## config.mk

```make
export PLATFORM = sky130hd
export DESIGN_NAME = if_stage_prefetch
export DESIGN_NICKNAME = d
export VERILOG_FILES = /design/src/rtl/if_stage_prefetch_pkg.sv /design/src/rtl/if_stage_prefetch_sync_fifo.sv /design/src/rtl/if_stage_prefetch.sv
export SDC_FILE = /design/constraint.sdc
export NUM_CORES = 1
export LEC_CHECK = 0
export ABC_AREA = 1
export CAP_MARGIN = 10
export CORE_MARGIN = 8
export CORE_UTILIZATION = 40
export CTS_BUF_LIST = sky130_fd_sc_hd__clkbuf_8 sky130_fd_sc_hd__clkbuf_16
export CTS_CLUSTER_SIZE = 10
export DETAILED_ROUTE_END_ITERATION = 12
export MAX_ROUTING_LAYER = met4
export PLACE_DENSITY_LB_ADDON = 0.15
export SYNTH_ARGS = -nofsm -noshare
export SYNTH_HDL_FRONTEND = slang
export SYNTH_SLANG_ARGS = --single-unit
```

## constraint.sdc

```tcl
create_clock -name clk -period 5.31 [get_ports clk]
set_input_delay 0.7965 -clock clk [delete_from_list [all_inputs] [get_ports clk]]
set_output_delay 0.7965 -clock clk [all_outputs]
set_load 0.1 [all_outputs]
```

## src/rtl/if_stage_prefetch_pkg.sv

```systemverilog
// Shared types and constants for the prefetching instruction-fetch stage.
// Entry layouts of the in-flight and instruction-buffer queues live here.
package if_stage_prefetch_pkg;

  localparam logic [31:0] RESET_PC_DEFAULT = 32'h1c000000;
  localparam int          IF_ID_BUS_W      = 64;
  localparam int          REDIRECT_BUS_W   = 33;
  localparam logic [1:0]  SRAM_SIZE_WORD   = 2'b10;
  localparam logic [3:0]  SRAM_WSTRB_NONE  = 4'b0000;

  typedef struct packed {
    logic        stale;
    logic [31:0] pc;
  } inflight_entry_t;

  typedef struct packed {
    logic [31:0] inst;
    logic [31:0] pc;
  } ibuf_entry_t;

  typedef struct packed {
    logic        taken;
    logic [31:0] target;
  } redirect_t;

  function automatic int cnt_width(input int depth);
    return $clog2(depth) + 1;
  endfunction

endpackage

```

## src/rtl/if_stage_prefetch_sync_fifo.sv

```systemverilog
// Small synchronous FIFO with flush; head word is readable combinationally
// so the fetch stage can present it without an extra cycle.
module if_stage_prefetch_sync_fifo #(
  parameter int WIDTH = 32,
  parameter int DEPTH = 4
) (
  input  logic                       clk,
  input  logic                       reset,
  input  logic                       push,
  input  logic                       pop,
  input  logic                       clear,
  input  logic [WIDTH-1:0]           din,
  output logic [WIDTH-1:0]           dout,
  output logic                       full,
  output logic                       empty,
  output logic [$clog2(DEPTH):0]     count
);

  localparam int PTR_W = (DEPTH > 1) ? $clog2(DEPTH) : 1;
  localparam int CNT_W = $clog2(DEPTH) + 1;

  logic [WIDTH-1:0] mem_reg [DEPTH];
  logic [PTR_W-1:0] wr_ptr_reg, rd_ptr_reg;
  logic [CNT_W-1:0] count_reg;
  logic             do_push, do_pop;

  function automatic logic [PTR_W-1:0] next_ptr(input logic [PTR_W-1:0] p);
    return (p == PTR_W'(DEPTH - 1)) ? '0 : p + 1'b1;
  endfunction

  assign empty   = (count_reg == '0);
  assign full    = (count_reg == CNT_W'(DEPTH));
  assign count   = count_reg;
  assign dout    = mem_reg[rd_ptr_reg];
  assign do_pop  = pop & ~empty;
  // A pop in the same cycle frees the slot a push into a full queue needs.
  assign do_push = push & (~full | do_pop);

  always_ff @(posedge clk) begin
    if (reset || clear) begin
      wr_ptr_reg <= '0;
      rd_ptr_reg <= '0;
      count_reg  <= '0;
    end else begin
      if (do_push) wr_ptr_reg <= next_ptr(wr_ptr_reg);
      if (do_pop)  rd_ptr_reg <= next_ptr(rd_ptr_reg);
      case ({do_push, do_pop})
        2'b10:   count_reg <= count_reg + 1'b1;
        2'b01:   count_reg <= count_reg - 1'b1;
        default: count_reg <= count_reg;
      endcase
    end
  end

  always_ff @(posedge clk) begin
    if (do_push && !clear) mem_reg[wr_ptr_reg] <= din;
  end

endmodule

```

## src/rtl/if_stage_prefetch.sv

```systemverilog
// Pre-IF + IF stage: keeps several fetches in flight on the SRAM-like inst bus
// and queues returned words for ID; redirects discard all younger work.
module if_stage_prefetch
  import if_stage_prefetch_pkg::*;
#(
  parameter logic [31:0] RESET_PC        = RESET_PC_DEFAULT,
  parameter int          IBUF_DEPTH      = 4,
  parameter int          MAX_OUTSTANDING = 2
) (
  input  logic                      clk,
  input  logic                      reset,
  output logic                      inst_sram_req,
  output logic                      inst_sram_wr,
  output logic [1:0]                inst_sram_size,
  output logic [3:0]                inst_sram_wstrb,
  output logic [31:0]               inst_sram_addr,
  output logic [31:0]               inst_sram_wdata,
  input  logic                      inst_sram_addr_ok,
  input  logic                      inst_sram_data_ok,
  input  logic [31:0]               inst_sram_rdata,
  input  logic                      id_allowin,
  input  logic [REDIRECT_BUS_W-1:0] id_to_if_bus,
  input  logic [REDIRECT_BUS_W-1:0] wb_to_if_bus,
  output logic                      if_to_id_valid,
  output logic [IF_ID_BUS_W-1:0]    if_to_id_bus
);

  localparam int INF_CNT_W  = cnt_width(MAX_OUTSTANDING);
  localparam int IBUF_CNT_W = cnt_width(IBUF_DEPTH);
  localparam int SUM_W      = IBUF_CNT_W + 1;

  redirect_t       id_br, wb_flush;
  logic            redirect;
  logic [31:0]     redirect_target;

  logic            pend_reg, pend_next;
  logic            pend_stale_reg, pend_stale_next;
  logic [31:0]     fetch_pc_reg, fetch_pc_next;
  logic [31:0]     req_addr_reg, req_addr_next;
  logic [INF_CNT_W-1:0] drop_cnt_reg, drop_cnt_next;

  inflight_entry_t inflight_din, inflight_head;
  logic            inflight_full, inflight_empty;
  logic [INF_CNT_W-1:0] inflight_cnt, inflight_after;
  ibuf_entry_t     ibuf_din, ibuf_head;
  logic            ibuf_full, ibuf_empty, ibuf_push, ibuf_pop;
  logic [IBUF_CNT_W-1:0] ibuf_cnt;

  logic [SUM_W-1:0] occupancy;
  logic            credit_ok, issue_ok, accept, drop_word;

  assign id_br           = id_to_if_bus;
  assign wb_flush        = wb_to_if_bus;
  assign redirect        = wb_flush.taken | id_br.taken;
  assign redirect_target = wb_flush.taken ? wb_flush.target : id_br.target;

  assign inst_sram_wr    = 1'b0;
  assign inst_sram_size  = SRAM_SIZE_WORD;
  assign inst_sram_wstrb = SRAM_WSTRB_NONE;
  assign inst_sram_wdata = 32'h0;

  // Every issued request reserves an ibuf slot, so a returning word always fits.
  assign occupancy     = SUM_W'(inflight_cnt) + SUM_W'(ibuf_cnt);
  assign credit_ok     = ~inflight_full && (occupancy < SUM_W'(IBUF_DEPTH));
  assign issue_ok      = ~redirect & ~pend_reg & credit_ok;
  assign inst_sram_req = ~reset & (pend_reg | issue_ok);
  assign inst_sram_addr = req_addr_reg;
  assign accept        = inst_sram_req & inst_sram_addr_ok;

  assign inflight_din.stale = pend_stale_reg | redirect;
  assign inflight_din.pc    = req_addr_reg;

  // Entries in flight at a redirect are counted in drop_cnt; later stale pushes carry their own bit.
  assign drop_word = redirect | (drop_cnt_reg != '0) | inflight_head.stale;
  assign ibuf_push = inst_sram_data_ok & ~drop_word;
  assign ibuf_din.inst = inst_sram_rdata;
  assign ibuf_din.pc   = inflight_head.pc;

  assign if_to_id_valid = ~ibuf_empty & ~redirect;
  assign if_to_id_bus   = ibuf_head;
  assign ibuf_pop       = if_to_id_valid & id_allowin;

  assign inflight_after = inflight_cnt + INF_CNT_W'(accept) - INF_CNT_W'(inst_sram_data_ok);

  always_comb begin
    pend_next       = inst_sram_req & ~inst_sram_addr_ok;
    pend_stale_next = pend_next & (pend_stale_reg | redirect);
    fetch_pc_next   = fetch_pc_reg;
    if (redirect)
      fetch_pc_next = redirect_target;
    else if (accept && !pend_stale_reg)
      fetch_pc_next = fetch_pc_reg + 32'd4;
    req_addr_next = pend_next ? req_addr_reg : fetch_pc_next;
    drop_cnt_next = drop_cnt_reg;
    if (redirect)
      drop_cnt_next = inflight_after;
    else if (inst_sram_data_ok && drop_cnt_reg != '0)
      drop_cnt_next = drop_cnt_reg - 1'b1;
  end

  always_ff @(posedge clk) begin
    if (reset) begin
      pend_reg       <= 1'b0;
      pend_stale_reg <= 1'b0;
      fetch_pc_reg   <= RESET_PC;
      req_addr_reg   <= RESET_PC;
      drop_cnt_reg   <= '0;
    end else begin
      pend_reg       <= pend_next;
      pend_stale_reg <= pend_stale_next;
      fetch_pc_reg   <= fetch_pc_next;
      req_addr_reg   <= req_addr_next;
      drop_cnt_reg   <= drop_cnt_next;
    end
  end

  if_stage_prefetch_sync_fifo #(
    .WIDTH ($bits(inflight_entry_t)),
    .DEPTH (MAX_OUTSTANDING)
  ) u_inflight (
    .clk   (clk),
    .reset (reset),
    .push  (accept),
    .pop   (inst_sram_data_ok),
    .clear (1'b0),
    .din   (inflight_din),
    .dout  (inflight_head),
    .full  (inflight_full),
    .empty (inflight_empty),
    .count (inflight_cnt)
  );

  if_stage_prefetch_sync_fifo #(
    .WIDTH ($bits(ibuf_entry_t)),
    .DEPTH (IBUF_DEPTH)
  ) u_ibuf (
    .clk   (clk),
    .reset (reset),
    .push  (ibuf_push),
    .pop   (ibuf_pop),
    .clear (redirect),
    .din   (ibuf_din),
    .dout  (ibuf_head),
    .full  (ibuf_full),
    .empty (ibuf_empty),
    .count (ibuf_cnt)
  );

  assert property (@(posedge clk) disable iff (reset) inst_sram_data_ok |-> !inflight_empty);
  assert property (@(posedge clk) disable iff (reset) ibuf_push |-> !ibuf_full);

endmodule

```

==> flow_summary_export.csv, run 1 <==
group,metric,value,unit
clocking,cts_max_level,2,
finish,area_growth,20.5,%
timing,slew_violations,0,
global_route,grt_use_total,0.165,
critical_path,cp-start-kind,"register",
power_and_ir_drop,p_sw,1.76,mW
clocking,clk_pin_slew_worst_paths,0.05,ns
min_path,hold_path_depth,1,
place,numPortBuffers,200,
global_route,grt_use_met3,0.0306,
synth,ys_seq_area_frac,0.659,
timing,fin_crit,4.50,ns
floorplanning,die_w,223,um
clocking,cts_resized,0,
critical_path,path_max_fanout,98,
floorplanning,core,42700,sq um
global_route,grt_pass1_vias,11400,
timing,relSlewSlack,0.277,
synth,syn_area,17200,sq um
route,vias,11500,
power_and_ir_drop,internal-power,5.29,mW
power_and_ir_drop,p_total,7.05,mW
finish,finalNetCount,1889,
place,gp_congestion,0.913,
power_and_ir_drop,power_frac_clock,0.382,
job,cap_violations,0,
critical_path,crit_arrival,3.70,ns
global_route,use_met1,0.209,
finish,layout_commonest_cell,"edfxtp_1",
place,dpl.hpwl,27000,um
global_route,antenna_found_initial,0,
clocking,clock_latency,0.53,ns
floorplanning,start_util,0.402,
power_and_ir_drop,ir_worst_vdd,194,uV
timing,setup_tns,0,ns
timing,finalSetupViolCount,0,
floorplanning,die_area,49800,sq um
critical_path,required,4.51,ns
synth,ys_warn_count,0,
timing,period_share,0.847,
timing,clock_skew,0.00946,ns
route,drtIter0Drc,810,
power_and_ir_drop,power_leakage,7.70,nW
clocking,holdBufCountCts,0,
power_and_ir_drop,power_frac_seq,0.506,
synth,syn_avg_cell_area,10.6,sq um
clocking,clock_sinks,404,
timing,rsz0062_at_grt,"false",
global_route,grt_max_degree,99,
global_route,overflow,0,
timing,max_freq,222,MHz
floorplanning,die_h,223,um
clocking,cts_setup_buffers,0,
timing,hold_viol_final,0,
route,postRouteWirelength,40900,um
global_route,use_met2,0.269,
power_and_ir_drop,combPwrFrac,0.112,
route,drtAntennaViolNets,0,
route,drt-vias-per-instance,4.92,
finish,largest_register_ffs,256,
finish,drive_gt1_frac,0.0703,
route,wl_per_cell,17.5,um
synth,synth_seq_cells,404,
global_route,grt_pass1_wl,64000,um
global_route,grt_most_used_layer,"met2",
route,firstDrtPassIters,5,
timing,max_slew.worst_pin.slew,1.08,ns
floorplanning,rows,76,
run_status,status,"completed",
synth,syn_inst,1614,
finish,num_antenna_cells,0,
min_path,hp-start,"u_inflight.rd_ptr_reg$_SDFFE_PP0P_",
min_path,hold_class,"reg2reg",
synth,synth_top_area_frac,0.563,
route,drc,0,
critical_path,critPathKind,"reg2out",
critical_path,r2r-end,"u_ibuf.mem_reg[3][44]$_DFFE_PP_",
clocking,numCtsBuffers,46,
synth,ys_types,34,
critical_path,regToRegSetupSlack,1.97,ns
critical_path,endpoint_kind,"output port",
floorplanning,io_pins,240,
critical_path,reg2regPathDepth,6,
clocking,cts_root_buffer,"clkbuf_16",
power_and_ir_drop,switching_share,0.249,
synth,yosysTopAreaCell,"edfxtp_1",
clocking,cts_tree,"done",
finish,mostFrequentLayoutCells,"edfxtp_1, nor2_1, nand2_1",
power_and_ir_drop,powerDensity,341,nW/um^2
clocking,clk_path_buf_depth,3,
synth,synth_area_leaders,"edfxtp_1, dfxtp_1, nor2_1",
-- worst max-delay path: stages, from the launching register on --
cell and delay (ns):
dfxtp_4 0.54, buf_4 0.79, o21ai_0 0.21, o22ai_1 0.37, clkdlybuf4s50_1 1.21
-- through the flow --
step | worst slack [ns] | hold WS (ns) | util | cell area, sq um | std cells
after floorplan | 0.553 | 0.426 | - | 17300 | 1651
after global placement | 1.37 | 0.441 | 0.455 | 19400 | 2272
after detailed placement | 1.34 | 0.444 | 0.455 | 19400 | 2272
after CTS | 0.757 | 0.452 | 0.485 | 20700 | 2338
after global routing | 0.605 | 0.487 | 0.485 | 20700 | 2338
final | 0.811 | 0.453 | 0.485 | 20700 | 2338
-- cells by family (layout without fill, tap and decap cells) --
group,Yosys count,after routing,share of synthesized area
flops,404,404,0.659
compound gates,290,290,0.0909
other cells,2,39,0.000437
mux,32,32,0.0210
xor+xnor,17,17,0.00867
fa+ha+maj,12,12,0.00918
buf+inv,223,364,0.0659
simple gates,634,634,0.145
-- power by group through the flow --
stage          Sequential, mW  Clock, mW  Combinational, mW
4_1_cts                  3.56       2.77              0.796
2_1_floorplan            3.60          0              0.627
3_3_place_gp             3.63          0              0.790
3_5_place_dp             3.63          0              0.793
5_1_grt                  3.57       2.89              0.843
6_report                 3.56       2.69              0.790
-- synth_stat cells --
| cell type | number |
|---|---|
| xor2_1 | 12 |
| nor2_8 | 1 |
| nor2_1 | 301 |
| inv_2 | 1 |
| edfxtp_1 | 322 |
| o21ai_0 | 168 |
| o211a_1 | 1 |
| nor2_4 | 1 |
| nand2_1 | 275 |
| buf_2 | 7 |
| nand3b_1 | 3 |
| clkinv_1 | 1 |
| buf_4 | 74 |
| o22ai_1 | 64 |
| buf_6 | 1 |
| nand3_2 | 1 |
| inv_1 | 72 |
| a211oi_1 | 2 |
| buf_1 | 6 |
| dfxtp_1 | 82 |
| nand4_1 | 2 |
| xnor2_1 | 5 |
| nand2_2 | 2 |
| clkbuf_1 | 61 |
| fa_1 | 1 |
| mux2_2 | 32 |
| conb_1 | 2 |
| nor2_2 | 1 |
| a21oi_1 | 51 |
| a21boi_0 | 1 |
| o21bai_4 | 1 |
| a31oi_1 | 2 |
| nand3_1 | 47 |
| ha_1 | 11 |
-- metal layers --
| layer | vias to the layer above | wire, um |
|---|---|---|
| met2 | 275 | 19300 |
| met1 | 5444 | 18800 |
| met4 | 0 | 958 |
| li1 | 5729 | - |
| met3 | 61 | 1870 |
| met5 | - | 0 |
-- worst max-delay path by stage --
stage	slack, ns	end	depth (start not counted)
after detailed placement	1.34	if_to_id_bus[15]	4
after global routing	0.60	if_to_id_bus[26]	4
after floorplan	0.55	u_ibuf.mem_reg[0][0]$_DFFE_PP_	6
after CTS	0.76	if_to_id_bus[15]	4
final	0.81	if_to_id_bus[15]	4
after global placement	1.37	if_to_id_bus[15]	4
-- area by class of cell --
class                   instances  area, sq um
clock buffers                  48         1190
flip-flops and latches        404        11300
clock inverters                18         72.6
inverters                      74          279
well taps                     546          683
multi-input cells            1024         4900
repair buffers                224         2250
fillers                      3865        22000
Note: power is estimated with default switching activity, not from simulation.
==> inputs of run 2 (changes only) <==
- clock period: 5.31 -> 3.65 ns (I/O delays scaled with it)
==> run 2 against run 1 <==
Global-route usage is 0.48 points higher. Clock skew is 0.0039 ns higher. Core utilization is 0.23 points lower. Total power is 47% higher. Critical path type unchanged. Largest cell class unchanged.
==> flow_summary_export.csv, run 2 (same netlist as run 1, synthesis figures left out) <==
group,metric,value,unit
floorplanning,io_pins,240,
timing,clock_skew,0.0133,ns
global_route,grt_max_degree,81,
finish,area_growth,19.9,%
global_route,grt_pass1_vias,11600,
timing,period_share,0.841,
clocking,cts_tree,"done",
floorplanning,die_w,223,um
timing,relSlewSlack,0.311,
min_path,hold_path_depth,1,
finish,drive_gt1_frac,0.107,
timing,fin_crit,3.07,ns
place,numPortBuffers,200,
clocking,cts_root_buffer,"clkbuf_16",
critical_path,path_max_fanout,68,
finish,num_antenna_cells,0,
floorplanning,rows,76,
finish,finalNetCount,1889,
global_route,grt_use_total,0.170,
min_path,hold_class,"reg2reg",
route,drtAntennaViolNets,0,
route,vias,11500,
power_and_ir_drop,p_total,10.3,mW
critical_path,reg2regPathDepth,6,
global_route,overflow,0,
critical_path,required,3.10,ns
clocking,clock_latency,0.55,ns
timing,max_slew.worst_pin.slew,1.03,ns
critical_path,regToRegSetupSlack,1.06,ns
floorplanning,die_area,49800,sq um
clocking,cts_resized,0,
timing,max_freq,326,MHz
finish,fillerInstances,3951,
floorplanning,die_h,223,um
timing,slew_violations,0,
clocking,clk_path_buf_depth,3,
route,wl_per_cell,18.0,um
clocking,cts_max_level,2,
clocking,holdBufCountCts,0,
run_status,status,"completed",
place,gp_congestion,0.891,
timing,whs,0.474,ns
job,cap_violations,0,
global_route,antenna_found_initial,0,
critical_path,cp-start-kind,"register",
route,drc,0,
place,dpl.hpwl,27500,um
power_and_ir_drop,power_leakage,7.78,nW
critical_path,critPathKind,"reg2out",
finish,final_area,20600,sq um
timing,hold_viol_final,0,
global_route,grt_pass1_wl,65700,um
power_and_ir_drop,ir_worst_vdd,323,uV
critical_path,crit_arrival,2.52,ns
route,drt-vias-per-instance,4.93,
clocking,numCtsBuffers,46,
finish,largest_register_ffs,256,
power_and_ir_drop,powerDensity,503,nW/um^2
critical_path,endpoint_kind,"output port",
place,placedInstanceArea,19300,sq um
floorplanning,start_util,0.402,
timing,finalSetupViolCount,0,
clocking,cts_setup_buffers,0,
route,firstDrtPassIters,7,
timing,rsz0062_at_grt,"false",
clocking,clk_pin_slew_worst_paths,0.06,ns
finish,mostFrequentLayoutCells,"edfxtp_1, nor2_1, nand2_1",
route,drtIter0Drc,780,
route,postRouteWirelength,42100,um
clocking,clock_sinks,404,
finish,layout_commonest_cell,"edfxtp_1",
floorplanning,core,42700,sq um
-- run 2: cell types whose count changed in the layout (fill, tap and decap cells not counted), sizes merged --
cell | previous run | this run
clkinv | 1 | 3
clkdlybuf4s50 | 197 | 133
clkbuf | 48 | 49
buf | 27 | 91
inv | 91 | 87
-- run 2: power breakdown --
part	switching [mW]	total (mW)	internal (mW)
sequential	0.0978	5.18	5.09
combinational	0.843	1.15	0.312
clock	1.69	4.01	2.32
-- run 2: cell type report --
| cell class | instances | area (sq um) | share of cell area |
|---|---|---|---|
| tap | 546 | 683 | 0.0332 |
| multi-input combinational | 1024 | 4900 | 0.238 |
| timing repair buffer | 224 | 2120 | 0.103 |
| sequential | 404 | 11300 | 0.550 |
| clock buffer | 49 | 1200 | 0.0585 |
| clock inverter | 16 | 85.1 | 0.00413 |
| inverter | 74 | 279 | 0.0135 |
-- run 2: worst paths after layout --
kind / startpoint / to
worst max-delay path: register / if_to_id_bus[19]
worst min-delay path: u_inflight.rd_ptr_reg$_SDFFE_PP0P_ / register
worst max register to register: register / u_ibuf.mem_reg[3][45]$_DFFE_PP_
worst min register to register: u_inflight.rd_ptr_reg$_SDFFE_PP0P_ / register
-- run 2: worst max-delay path, cell delays in order (launching register included) --
cell and delay, ns:
dfxtp_4 0.77, buf_12 0.35, o21ai_0 0.14, o22ai_1 0.33, buf_4 0.36
-- run 2: per-stage QoR --
stage	worst slack [ns]	instances	TNS [ns]	utilization
after floorplan	-0.858	1651	-219.60	-
after global placement	0.504	2272	0	0.452
after detailed placement	0.498	2272	0	0.452
after CTS	0.478	2337	0	0.482
after global routing	0.406	2337	0	0.482
final	0.582	2337	0	0.482
-- run 2: metal layers --
layer	routed length, um	up-vias	track usage
met5	0	-	-
met4	973	0	0.0457
met3	1910	69	0.0285
met2	19800	285	0.277
met1	19400	5450	0.219
li1	-	5729	-
==> inputs of run 3 (changes only) <==
- clock period: 3.65 -> 2.5 ns (I/O delays scaled with it)
==> run 3 against run 2 <==
Combinational power is 56% higher. Hold slack lost 0.25 ns. Sequential power rose by 46%. Clock skew down 0.0033 ns. Final cell count is 1.5% higher. Global-route usage is 0.30 points higher. Routed wire length is 0.31% lower. Highest routed layer unchanged.
==> flow_summary_export.csv, run 3 (same netlist as run 1, synthesis figures left out) <==
group,metric,value,unit
run_status,status,"completed",
clocking,clock_sinks,404,
power_and_ir_drop,p_total,15.3,mW
min_path,min_to,"u_ibuf.count[2]$_SDFFE_PP0P_",
timing,max_slew.worst_pin.slew,0.671,ns
critical_path,path_max_fanout,90,
global_route,grt_pass1_wl,66100,um
global_route,antenna_found_initial,0,
timing,slew_violations,0,
finish,area_growth,29.3,%
floorplanning,die_h,223,um
critical_path,cp_top_family,"buffers and inverters",
route,postRouteWirelength,42000,um
clocking,clk_path_buf_depth,3,
place,numPortBuffers,200,
finish,multi_input_area,5350,sq um
route,vias,11700,
critical_path,critPathMaxStageDelay,0.40,ns
timing,fin_crit,2.48,ns
route,drt-vias-per-instance,4.95,
finish,fin_util,0.520,
place,pre_cts_ws,-0.00807,ns
clocking,clk_pin_slew_worst_paths,0.06,ns
critical_path,cp-start-kind,"register",
clocking,cts_tree,"done",
global_route,grt_pass1_vias,11900,
timing,relSlewSlack,0.552,
route,drtIter0Drc,783,
finish,fillerInstances,3760,
timing,rsz0062_at_grt,"true",
timing,hold_viol_final,0,
critical_path,reg2regPathDepth,12,
job,cap_violations,0,
global_route,overflow,0,
place,placed_cells,2303,
critical_path,endpoint_kind,"output port",
min_path,hold_path_depth,4,
finish,layout_commonest_cell,"edfxtp_1",
timing,finalWorstSetupSlack,0.0165,ns
finish,fin_cells,2373,
finish,mostFrequentLayoutCells,"edfxtp_1, nor2_1, nand2_1",
finish,register_area,11300,sq um
global_route,grt_max_degree,91,
critical_path,crit_arrival,2.11,ns
route,drtAntennaViolNets,0,
clocking,cts_max_level,2,
clocking,cts_root_buffer,"clkbuf_16",
place,gp_congestion,0.912,
place,placedInstanceArea,20900,sq um
timing,clock_skew,0.0100,ns
global_route,grt_use_total,0.173,
timing,finalSetupViolCount,0,
min_path,hp-start,"reset",
critical_path,crit_chain,"clkinv_2 -> buf_16 -> nor2_1 -> o22ai_2 -> buf_12",
critical_path,regToRegSetupSlack,0.39,ns
critical_path,cpMaxStageDelayCell,"dfxtp_4",
finish,finalNetCount,1921,
critical_path,required,2.12,ns
power_and_ir_drop,powerDensity,689,nW/um^2
route,drc,0,
critical_path,critPathKind,"reg2out",
clocking,numCtsBuffers,47,
route,firstDrtPassIters,5,
timing,period_share,0.993,
power_and_ir_drop,ir_worst_vdd,462,uV
timing,max_freq,403,MHz
clocking,cts_setup_buffers,0,
finish,largest_register_ffs,256,
floorplanning,die_area,49800,sq um
floorplanning,io_pins,240,
finish,final_area,22200,sq um
power_and_ir_drop,power_leakage,8.48,nW
critical_path,rr_startpoint,"u_inflight.count[1]$_SDFFE_PP0P_",
finish,num_antenna_cells,0,
min_path,hold_class,"in2reg",
clocking,holdBufCountCts,0,
critical_path,path_buf_inv,3,
route,wl_per_cell,17.7,um
clocking,clock_latency,0.57,ns
floorplanning,rows,76,
place,dpl.hpwl,28700,um
floorplanning,core,42700,sq um
floorplanning,die_w,223,um
critical_path,r2r-end,"u_inflight.count[1]$_SDFFE_PP0P_",
finish,drive_gt1_frac,0.178,
floorplanning,start_util,0.402,
## run 3: per-layer routing
layer | routed length, um | GRT usage | vias up
li1 | - | - | 5817
met1 | 19100 | 0.219 | 5580
met2 | 20100 | 0.279 | 285
met3 | 1690 | 0.0271 | 67
met4 | 1130 | 0.0618 | 0
met5 | 0 | - | -
## run 3: worst reg2reg max path, delay by kind of cell, from the launching register on
| kind | cells | cell delay, ns |
|---|---|---|
| AO/OA/AOI/OAI | 5 | 0.62 |
| AND/OR/NAND/NOR | 3 | 0.25 |
| flip-flops | 1 | 0.34 |
| buffers and inverters | 2 | 0.21 |
| adder cells (fa/ha/maj) | 2 | 0.62 |
## run 3: where the power goes
part | total (mW) | switching [mW] | internal (mW)
clock | 5.93 | 2.49 | 3.44
sequential | 7.57 | 0.143 | 7.43
combinational | 1.79 | 1.26 | 0.529
## run 3: through the flow
| step | hold WS (ns) | TNS [ns] |
|---|---|---|
| 6_report | 0.226 | 0 |
| 5_1_grt | 0.219 | -0.0798 |
| 3_5_place_dp | 0.441 | -0.00807 |
| 3_3_place_gp | 0.437 | -0.00740 |
| 4_1_cts | 0.182 | 0 |
| 2_1_floorplan | 0.426 | -4.72 |
## run 3: what timing repair did
| item | in CTS | in global routing |
|---|---|---|
| endpoints found under the setup margin | 3 | 10 |
| gates cloned | 0 | 0 |
| pin swaps | 0 | 1 |
| hold endpoints to repair | 0 | 0 |
| resized for setup | 1 | 6 |
## run 3: worst max path at each step
stage          cells after the start             start                                to  slack [ns]
6_report                           5          register                   if_to_id_bus[5]        0.02
5_1_grt                            5          register                  if_to_id_bus[11]       -0.02
4_1_cts                            5          register                   if_to_id_bus[2]       0.004
3_5_place_dp                      12  wb_to_if_bus[32]  u_inflight.count[1]$_SDFFE_PP0P_      -0.008
3_3_place_gp                      12  id_to_if_bus[32]  u_inflight.count[1]$_SDFFE_PP0P_      -0.007
2_1_floorplan                      6  wb_to_if_bus[32]    u_ibuf.mem_reg[0][0]$_DFFE_PP_       -0.04
## run 3: final cells by class
cell class / count / share of cell area
flip-flops and latches: 404 / 0.510
well taps: 546 / 0.0308
clock inverters: 21 / 0.00462
multi-input cells: 1024 / 0.241
inverters: 74 / 0.0126
repair buffers: 255 / 0.147
clock buffers: 49 / 0.0547
